[config.mk]
export PLATFORM = sky130hd
export DESIGN_NAME = clock_divider_bank
export DESIGN_NICKNAME = d
export VERILOG_FILES = /design/src/rtl/clock_divider_bank.sv
export SDC_FILE = /design/constraint.sdc
export NUM_CORES = 1
export LEC_CHECK = 0
export CORE_AREA = 2 2 176 178
export CTS_BUF_LIST = sky130_fd_sc_hd__clkbuf_2
export DETAILED_ROUTE_END_ITERATION = 7
export DIE_AREA = 0 0 178 180
export GPL_TIMING_DRIVEN = 0
export HOLD_SLACK_MARGIN = 0.1
export PLACE_DENSITY_LB_ADDON = 0.3
export SLEW_MARGIN = 20
export SYNTH_ARGS = -nofsm -noshare
export SYNTH_HDL_FRONTEND = slang
export SYNTH_SLANG_ARGS = --single-unit
[constraint.sdc]
create_clock -name clk_in -period 2.3 [get_ports clk_in]
set_input_delay 0.46 -clock clk_in [delete_from_list [all_inputs] [get_ports clk_in]]
set_output_delay 0.46 -clock clk_in [all_outputs]
set_load 0.05 [all_outputs]
[src/rtl/clock_divider_bank.sv]
// clock_divider_bank
//   Bank of N independent programmable dividers running from one clock.
//   Each channel outputs a 50% duty divided clock (period 2*(D+1) input
//   cycles) and a one-cycle tick every D+1 input cycles. A new divisor only
//   becomes active at a period boundary, so the divided clocks never glitch.
//   A global sync_restart puts every channel back to phase zero on one edge.
//
// Ports
//   clk_in          system clock, all logic on its rising edge
//   rst_n           asynchronous active-low reset
//   cfg_we          configuration write strobe (one cycle)
//   cfg_chan        channel addressed by the write; out-of-range is ignored
//   cfg_div         divisor D for the channel's pending register
//   cfg_en          enable bit for the channel, written together with cfg_div
//   sync_restart    one-cycle pulse, restarts all channels in phase
//   clk_out[N]      registered divided clocks
//   tick[N]         registered one-cycle strobes
//   active_div_ch0  divisor currently in use by channel 0 (debug view)
//
// Handshake: cfg_we is a valid-only strobe. The bank is always ready, so
// every cycle with cfg_we high is accepted on that same rising edge; there
// is no back-pressure and no ready output.
module clock_divider_bank #(
  parameter int                     N_CHANNELS  = 4,
  parameter int                     CNT_WIDTH   = 32,
  parameter logic [CNT_WIDTH-1:0]   DEFAULT_DIV = CNT_WIDTH'(49_999_999),
  parameter logic [N_CHANNELS-1:0]  DEFAULT_EN  = {N_CHANNELS{1'b1}},
  // Derived from N_CHANNELS; not meant to be overridden.
  parameter int                     CHAN_W      = (N_CHANNELS > 1) ? $clog2(N_CHANNELS) : 1
) (
  input  logic                  clk_in,
  input  logic                  rst_n,
  input  logic                  cfg_we,
  input  logic [CHAN_W-1:0]     cfg_chan,
  input  logic [CNT_WIDTH-1:0]  cfg_div,
  input  logic                  cfg_en,
  input  logic                  sync_restart,
  output logic [N_CHANNELS-1:0] clk_out,
  output logic [N_CHANNELS-1:0] tick,
  output logic [CNT_WIDTH-1:0]  active_div_ch0
);

  for (genvar gi = 0; gi < N_CHANNELS; gi++) begin : g_ch
    localparam logic [CHAN_W-1:0] IDX = CHAN_W'(gi);

    logic                 r_en;
    logic [CNT_WIDTH-1:0] r_pend;
    logic [CNT_WIDTH-1:0] r_act;
    logic [CNT_WIDTH-1:0] r_cnt;
    logic                 r_clk;
    logic                 r_tick;

    logic w_wr;
    logic w_hold;
    logic w_term;

    // Addresses at or above N_CHANNELS match no IDX, so they are dropped.
    assign w_wr   = cfg_we && (cfg_chan == IDX);
    // Restart and disable share one behaviour: park at phase zero and keep
    // active_div tracking pending, so the next run starts with the new D.
    assign w_hold = sync_restart || !r_en;
    // Equality is enough: active_div only changes while the counter is (or
    // is being forced to) zero, so the counter can never pass it.
    assign w_term = (r_cnt == r_act);

    always_ff @(posedge clk_in or negedge rst_n) begin
      if (!rst_n) begin
        r_en   <= DEFAULT_EN[gi];
        r_pend <= DEFAULT_DIV;
        r_act  <= DEFAULT_DIV;
        r_cnt  <= '0;
        r_clk  <= 1'b0;
        r_tick <= 1'b0;
      end else begin
        // The write lands in pending/en; the counting logic below still sees
        // the pre-edge values, which gives the one-period divisor latency and
        // the next-edge enable latency.
        if (w_wr) begin
          r_pend <= cfg_div;
          r_en   <= cfg_en;
        end
        if (w_hold) begin
          r_cnt  <= '0;
          r_clk  <= 1'b0;
          r_tick <= 1'b0;
          r_act  <= r_pend;
        end else if (w_term) begin
          r_cnt  <= '0;
          r_clk  <= ~r_clk;
          r_tick <= 1'b1;
          r_act  <= r_pend;
        end else begin
          r_cnt  <= r_cnt + CNT_WIDTH'(1);
          r_tick <= 1'b0;
        end
      end
    end

    assign clk_out[gi] = r_clk;
    assign tick[gi]    = r_tick;

    if (gi == 0) begin : g_dbg
      assign active_div_ch0 = r_act;
    end
  end

endmodule

======== Yosys cells after proc, flatten, opt, wreduce, memory -nomap -nowiden ========
Cells that the tools add are included.
word-level totals
  input port bits ......................... 39
  flip-flop bits (word level) ............. 396
  output and inout bits ................... 40
  word-level logic and storage cells ...... 88
operators by class
  equal/unequal tests ..................... 7
  reduce and logical (&&, ||, !) cells .... 17
  mux-type cells .......................... 32
  bitwise operators ....................... 4
  add/subtract/negate cells ............... 4
operators with widths
  kind                                                 number
  two-way mux 32 bit                                   16
  adder 32 x 1 -> 32 bit, second input constant        4
  equality test 32 bit                                 4
  two-way mux 1 bit                                    16
  nonzero test 2 bit                                   4
  equality test 2 bit, second input constant           2
  logical AND 1 bit                                    4
  zero test 1 bit                                      4
  logical OR 1 bit                                     4
  NOT 1 bit                                            4
  equality test 2 x 1 -> 1 bit, second input constant  1
  zero test 2 bit                                      1

======== Longest topological paths before layout ========
Gate-level depths: netlist of the first run.
  depth after elaboration ................. 3
  depth in mapped cells ................... 9
  gate-level depth less buffers ........... 6

======== Worst setup path after synthesis of the first run ========
OpenSTA, ideal clock, no wires.
  path type ............................... reg-to-reg
  start point ............................. reg g_ch[0].r_act[31], in the netlist active_div_ch0[31]
  end point ............................... reg g_ch[0].r_act[10], in the netlist active_div_ch0[10]
  path buffers ............................ 2
  cell stages (with the launch flop) ...... 8
  path slack .............................. 124 ps
  data arrival time ....................... 2051 ps
  required time ........................... 2175 ps
  period minus slack after synthesis ...... 2176 ps
  setup time .............................. 125 ps
  cells stage by stage .................... dfrtp_1 > xor2_1 > nor4_1 > nand4_1 > o21bai_1 > buf_4 > buf_4 > mux2_2
on the way
  word-level cells in the longest chain between the ends .. 2
RTL lines
  item                                 RTL line  RTL
  from (decl)                          48        logic [CNT_WIDTH-1:0] r_act;
  from (signal assigned)               86        r_act <= r_pend;
  from (signal assigned)               91        r_act <= r_pend;
  equality test 32 bit                 64        assign w_term = (r_cnt == r_act);
  nonzero test 2 bit (no source line)  n/a
Every way passes these cells.
A chain may end at the register's enable or synchronous reset.

======== Worst setup path in the final report of the first run ========
  start point ............................. reg g_ch[3].r_cnt[14]
  end point ............................... reg g_ch[3].r_act[18]
on the way
  word-level cells in the longest chain between the ends .. 2
RTL lines
  item                                 RTL line  RTL
  from (decl)                          49        logic [CNT_WIDTH-1:0] r_cnt;
  from (signal assigned)               93        r_cnt <= r_cnt + CNT_WIDTH'(1);
  equality test 32 bit                 64
  nonzero test 2 bit (no source line)  n/a
  to (signal assigned)                 86
  to (signal assigned)                 91
  to (decl)                            48
Every way passes these cells.

==> key figures, run 1 <==
Place
  • IO buf count: 78
  • Dpl cells: 1,870
  • Routability cong.: 0.877
  • Detail Placement HPWL: 28,000 um

Logic synthesis
  • Post-synth top area cell: dfrtp_1
  • Syn Inst Count: 1,392
  • Syn avg cell area: 12.9 sq um
  • #FFs+latches synth: 396
  • Synth unique cells: 41
  • Compound-Gate Fraction of Synth Area: 0.00447
  • Number of synthesized flops with an enable pin: 0
  • Synth area leaders: dfrtp_1 (35%), dfstp_2 (22%), mux2_2 (16%)
  • Synth top area share: 0.346
  • Post-synthesis sequential area ratio: 0.563
  • Largest family of logic cells by synthesized area: multiplexers
  • Syn nets: roughly 1,400
  • Post-Syn Area: 17,900 sq um
  • Synth Area in Simple Gates: 0.117
  • Fraction of the mapped netlist area in adder cells: 0.00279
  • Mux cell area share after synthesis: 0.163
  • Async S/R FF share, synth: 1.00
  • Synth Area in XOR/XNOR: 0.121
  • Most used DFF post-synth: dfrtp_1
  • Warnings, synthesis: 0

Global routing
  • First-pass GRT wire length: 65,100 um
  • Congestion Overflow GR: 0
  • Antenna violations before repair: 3
  • Most Crowded Layer GR: met2
  • M2 GR Usage: 0.427
  • GR Util met1: 0.359
  • Largest net degree at the start of global routing: about 100
  • Met3 GRT Util: 0.0594
  • Vias in the first global route: ~12,000
  • Overall Global Routing Usage: 0.266

Timing
  • Layout Skew: 62.6 ps
  • Final worst path period need: roughly 2300 ps
  • FMAX: 436 MHz
  • Worst-Margin Slew: 720 ps
  • Fin crit share: 0.997
  • Max-slew violation count: 0
  • Slew margin rel.: 0.520
  • Final hold viol count: 0
  • Setup-failing EPs final: 0
  • RSZ-0062 raised after global routing: yes

Final layout
  • Share of layout cells above drive strength 1: 0.438
  • Commonest non-fill, non-tap cell in the layout: dfrtp_1
  • Final #Nets: 1,653
  • FILL cells: between 2,000 and 2,500
  • Synth-to-layout area growth: 16.2%
  • Most frequent cells in the layout: dfrtp_1 (245), mux2_2 (243), xor2_1 (182)
  • Non-Filler Instances: 2,096

Floorplanning
  • CORE AREA: 30,200 sq um
  • Die width: 178 um
  • Initial Util: 0.594
  • Chip height: 180 um
  • Ports: 79
  • Die Area: 32,000 sq um
  • Site Rows: 64

Pwr
  • Total power: 17.9 mW
  • Sw Ratio: 0.307
  • Psw: 5.50 mW
  • Max VDD drop: 603 uV
  • Clock power share: 0.286
  • PD cells: 859 nW/um^2
  • Leakage: 9.23 nW
  • Sequential power share: 0.518
  • Pint: 12.4 mW
  • Logic gate share of total power: 0.196

Critical path
  • Setup crit end kind: register
  • CP required: about 3100 ps
  • CP Launch Type: register
  • Critical path class: register to register
  • CP Data Arrival Time: approximately 3100 ps
  • Largest fanout on the critical path: 7

CTS
  • Clock sinks: 396
  • Clk buf depth: 3
  • Clk slew on worst S/H paths: 90 ps
  • CTS tree: yes
  • Clock Latency Late Sink: 960 ps
  • TritonCTS Buffers: 100
  • CTS H-tree depth: 3
  • CTS root buffer: clkbuf_2

Route
  • Vias: 11,650
  • DR iter-0 viols: about 860
  • Vias/cell: 5.56
  • Routed Antenna Nets: 0
  • Pre-antenna DRT Iters: 6
  • Final wirelength: 42,300 um
  • Residual DRC: 0
  • DR WL/cell: between 20 and 25 um

Run
  • Max-cap violations: 0

Min path
  • Hold Path Class: input port to register

Outcome
  • Status: complete, no violations
==> stage by stage <==
step | utilization | hold slack (ps) | cell area (sq um) | TNS (ps) | setup WS, ps
finish | 0.690 | 312 | 20800 | 0 | 7.78
global route | 0.690 | 254 | 20800 | -173 | -20.8
CTS | 0.675 | 262 | 20400 | 0 | 1.78
detailed placement | 0.640 | 424 | 19300 | -21960 | -357
global placement | 0.636 | 480 | 19200 | -5578680 | -15960
floorplan | - | 164 | 17900 | 0 | 124
==> logic make-up (layout without fill, tap and decap cells) <==
logic type	after synthesis	in the layout
flip-flops	396	396
AND/OR/NAND/NOR	390	390
multiplexers	260	260
XOR/XNOR	247	247
buffers and inverters	81	386
AO/OA/AOI/OAI	14	14
adder cells (fa/ha/maj)	4	4
other	0	3
==> flip-flops by register name (all words and copies together) (netlist names) <==
| signal | flops |
|---|---|
| active_div_ch0 | 32 |
| g_ch.r_act | 96 |
| g_ch.r_clk | 4 |
| g_ch.r_cnt | 128 |
| g_ch.r_en | 4 |
| g_ch.r_pend | 128 |
| g_ch.r_tick | 4 |
==> worst paths after layout <==
| path | startpoint | end | slack, ps | depth (start not counted) |
|---|---|---|---|---|
| worst max-delay path | g_ch[3].r_cnt[14] | g_ch[3].r_act[18] | 8 | 7 |
| worst min-delay path | cfg_en | g_ch[3].r_en | 310 | 2 |
| worst max register to register | g_ch[3].r_cnt[14] | g_ch[3].r_act[18] | 8 | 7 |
| worst min register to register | g_ch[1].r_pend[28] | g_ch[1].r_act[28] | 460 | 1 |
| max in group asynchronous | rst_n | g_ch[3].r_pend[2] | 570 | 5 |
| min in group asynchronous | rst_n | g_ch[1].r_act[12] | 700 | 3 |
==> cells in the mapped netlist (5+ instances only) <==
cell and number:
dfstp_2 148, o21ai_0 5, buf_6 10, nor2_1 138
nor4_2 9, xnor2_1 64, mux2_2 255, or3_1 5
mux2_1 5, nand3_1 41, nor4_1 35, buf_4 25
xor2_1 183, a21oi_1 5, nand2_1 27, dfrtp_1 248
clkbuf_1 17, and3_1 28, and4_1 16, inv_1 14
nand4_1 42, nor3_1 23, buf_2 10
==> power groups by stage <==
stage	clock network [mW]	logic [mW]	registers, mW
after floorplan	0	1.71	9.61
after global placement	0	3.16	9.34
after detailed placement	0	3.28	9.37
after CTS	5.25	3.26	9.24
after global routing	5.60	3.74	9.39
final	5.11	3.51	9.26
==> metal layers <==
metal | share of wire | wire length (um)
met5 | 0 | 0
met4 | 0.028 | 1190
met3 | 0.055 | 2320
met2 | 0.48 | 20500
met1 | 0.43 | 18300
==> layout make-up <==
type | instances | area (sq um) | area share
Clock inverter | 19 | 159 | 0.00763
Tap cell | 396 | 495 | 0.0238
Antenna cell | 3 | 7.51 | 0.000360
Sequential cell | 396 | 10100 | 0.485
Clock buffer | 170 | 851 | 0.0409
Buffer | 66 | 526 | 0.0252
Multi-Input combinational cell | 915 | 7470 | 0.358
Timing Repair Buffer | 117 | 1170 | 0.0562
Inverter | 14 | 52.6 | 0.00252
==> repair_timing <==
item | 4_1_cts | 5_1_grt
endpoints found under the setup margin | 225 | 241
gates cloned | 0 | 7
buffers inserted | 6 | 19
pin swaps | 8 | 19
hold buffers | 3 | 0
hold endpoints to repair | 175 | 0
gates resized for setup | 204 | 85
==> critical path, cell delays in order (launching register included) <==
cell	delay, ps
dfrtp_1	450
xor2_1	200
nor4_2	410
nand4_1	180
o21bai_1	240
buf_6	220
buf_8	140
mux2_2	320
No activity file was read; power rests on OpenSTA's default activity.
==> inputs of run 2 (changes only) <==
--- a/config.mk
+++ b/config.mk
@@ -5,10 +5,12 @@
 export SDC_FILE = /design/constraint.sdc
 export NUM_CORES = 1
 export LEC_CHECK = 0
-export CORE_AREA = 2 2 176 178
+export CELL_PAD_IN_SITES_DETAIL_PLACEMENT = 0
+export CELL_PAD_IN_SITES_GLOBAL_PLACEMENT = 1
+export CORE_AREA = 2 2 173 209
 export CTS_BUF_LIST = sky130_fd_sc_hd__clkbuf_2
 export DETAILED_ROUTE_END_ITERATION = 7
-export DIE_AREA = 0 0 178 180
+export DIE_AREA = 0 0 175 211
 export GPL_TIMING_DRIVEN = 0
 export HOLD_SLACK_MARGIN = 0.1
 export PLACE_DENSITY_LB_ADDON = 0.3
==> run 2 against run 1 <==
  * Clock power is 5.9% lower
  * Critical path depth stayed put
  * Combinational power is 6.3% lower
  * Maximum frequency is 2.2% higher
  * Die area is 15% higher
  * Sequential cell count stayed put
  * Cell count is 1.8% higher
  * Wire length is 0.55% lower
  * Count of clock-buffer cells in the layout is 16 lower
  * Via count is 2.7% lower
  * Hold slack better by 38 ps
  * First-iteration DRC count is 27% lower
  * Critical path type unchanged
  * Largest cell class unchanged
==> key figures, run 2 (synthesis gave the netlist of run 1 again) <==
CTS
  • CTS root buffer: clkbuf_2
  • CTS H-tree depth: 3 (unchanged)
  • Clk slew on worst S/H paths: 110 ps (+20 ps)
  • Clock Latency Late Sink: 960 ps (about the same)
  • Clock sinks: 396 (unchanged)
  • CTS tree: yes
  • Clk buf depth: 3 (unchanged)
  • TritonCTS Buffers: 97 (-3.0%)

Timing
  • FMAX: 446 MHz (+2.2%)
  • Setup TNS: 0 ps (unchanged)
  • Max-slew violation count: 0 (unchanged)
  • Slew margin rel.: 0.341 (-0.179)
  • Min Hold Slack: 350 ps (+37.8 ps)
  • Final hold viol count: 0 (unchanged)
  • Final worst path period need: 2240 ps (-48.4 ps)
  • RSZ-0062 raised after global routing: yes
  • Worst-Margin Slew: 987 ps (+267 ps)
  • Layout Skew: 57.6 ps (-4.99 ps)
  • Fin crit share: 0.976 (-0.0210)
  • Setup-failing EPs final: 0 (unchanged)

Floorplanning
  • Site Rows: 75 (+17%)
  • CORE AREA: 34,800 sq um (+15%)
  • Initial Util: 0.515 (-0.0789)
  • Ports: 79 (unchanged)
  • Chip height: 211 um (+17%)
  • Die Area: 36,900 sq um (+15%)
  • Die width: 175 um (-1.7%)

Final layout
  • Share of layout cells above drive strength 1: 0.420 (-0.0189)
  • Most frequent cells in the layout: mux2_2 (255), dfrtp_1 (246), xor2_1 (182)
  • Final #Nets: 1,633 (-1.2%)
  • Top Registers: g_ch.r_cnt x128, g_ch.r_pend x128, g_ch.r_act x96
  • Synth-to-layout area growth: 14.6%
  • Commonest non-fill, non-tap cell in the layout: mux2_2
  • FILL cells: 2,919 (+37%)

Critical path
  • CP delay by family, top: simple AND/OR/NAND/NOR gates
  • Worst path most repeated cell: buf_6
  • CP Data Arrival Time: 3070 ps (-30 ps)
  • Setup crit end kind: register
  • Largest fanout on the critical path: 10 (+3)
  • CP required: 3130 ps (+20 ps)
  • Crit path buf inv count: 2 (unchanged)
  • Worst path cell trace: xor2_1, nor4_1, nand4_1, o21bai_1, buf_6, buf_6, mux2_2
  • Critical path class: register to register
  • CP Launch Type: register
  • Slowest stage delay, CP: 470 ps (+20 ps)
  • Crit-path slowest cell: dfrtp_1

Global routing
  • Largest net degree at the start of global routing: 101 (unchanged)
  • Antenna violations before repair: 2 (-1)
  • First-pass GRT wire length: 65,900 um (+1.3%)
  • Overall Global Routing Usage: 0.234 (-0.0318)
  • Congestion Overflow GR: 0 (unchanged)
  • Vias in the first global route: 11,583 (-2.2%)

Route
  • DR WL/cell: 19.7 um (-2.3%)
  • Pre-antenna DRT Iters: 5 (-1)
  • DR iter-0 viols: 628 (-27%)
  • Routed Antenna Nets: 0 (unchanged)
  • Vias: 11,338 (-2.7%)
  • Final wirelength: 42,000 um (-0.55%)
  • Vias/cell: 5.31 (-4.4%)
  • Residual DRC: 0 (unchanged)

Pwr
  • Leakage: 8.98 nW (-2.7%)
  • Max VDD drop: 516 uV (-15%)
  • Sw Ratio: 0.310 (+0.00291)
  • Sequential power share: 0.534 (+0.016)
  • Psw: 5.40 mW (-1.8%)
  • Logic gate share of total power: 0.189 (-0.007)
  • Pint: 12.0 mW (-3.2%)
  • Clock power share: 0.277 (-0.009)
  • PD cells: 847 nW/um^2 (-1.4%)

Outcome
  • Status: complete, no violations

Min path
  • Hold Path Class: input port to register

Run
  • Max-cap violations: 0 (unchanged)

Place
  • Detail Placement HPWL: 29,200 um (+4.1%)
  • Routability cong.: 0.871 (-0.71%)
  • IO buf count: 78 (unchanged)
[run 2: cell types whose count changed in the layout (fill, tap and decap cells not counted), moves of 4 or more]
cell,change
clkinv_1,+6
buf_4,-8
buf_2,-8
clkdlybuf4s15_2,+6
nor4_2,-8
nor4_1,+7
clkbuf_16,-4
mux2_4,-12
clkbuf_2,-18
mux2_2,+12
buf_8,-6
buf_6,+6
[run 2: power by group through the flow]
stage / combinational (mW) / sequential, mW / clock, mW
after floorplan: 1.71 / 9.61 / 0
after global placement: 3.18 / 9.39 / 0
after detailed placement: 3.27 / 9.40 / 0
after CTS: 3.25 / 9.29 / 4.98
after global routing: 3.52 / 9.43 / 5.36
final: 3.29 / 9.29 / 4.81
[run 2: path summary, 6_finish.rpt]
check                                          end               start  cells after the start  slack (ps)
worst max-delay path              g_ch[1].r_act[9]   g_ch[1].r_cnt[15]                      7          60
worst min-delay path            g_ch[3].r_pend[23]         cfg_div[23]                      2         350
worst max register to register    g_ch[1].r_act[9]   g_ch[1].r_cnt[15]                      7          60
worst min register to register   g_ch[3].r_act[11]  g_ch[3].r_pend[11]                      1         470
max in group asynchronous        g_ch[3].r_act[21]               rst_n                      6         300
min in group asynchronous        g_ch[0].r_pend[4]               rst_n                      3         740
[run 2: layout make-up]
cell class	count	area [sq um]	area share
Sequential cell	396	10100	0.492
Clock inverter	26	156	0.00762
Antenna cell	1	2.50	0.000122
Clock buffer	154	771	0.0375
Multi-Input combinational cell	915	7380	0.359
Tap cell	462	578	0.0282
Inverter	14	52.6	0.00256
Buffer	66	492	0.0240
Timing Repair Buffer	100	1000	0.0489
[run 2: per-layer routing]
metal	up-vias	track usage	share of wire
met4	0	0.0928	0.030
met2	253	0.388	0.50
met1	5735	0.308	0.44
met3	83	0.0398	0.034
li1	5267	-	-
met5	-	0	0
[run 2: what timing repair did]
action                                  in CTS  in global routing
setup buffers                                6                  8
pin swaps                                    5                 19
hold endpoints to repair                   166                  0
gates cloned                                 0                  1
gates resized for setup                    214                 30
hold buffers                                 3                  0
endpoints found under the setup margin     147                175
[run 2: stage by stage]
step                 util  area (sq um)  total power, mW  setup WS, ps  std cells
floorplan               -         17900             11.3           124       1392
global placement    0.554         19300             12.6        -16160       1932
detailed placement  0.557         19400             12.7          -663       1936
CTS                 0.585         20400             17.5         0.262       2125
global route        0.590         20500             18.3         -56.8       2134
finish              0.590         20500             17.4          56.2       2134
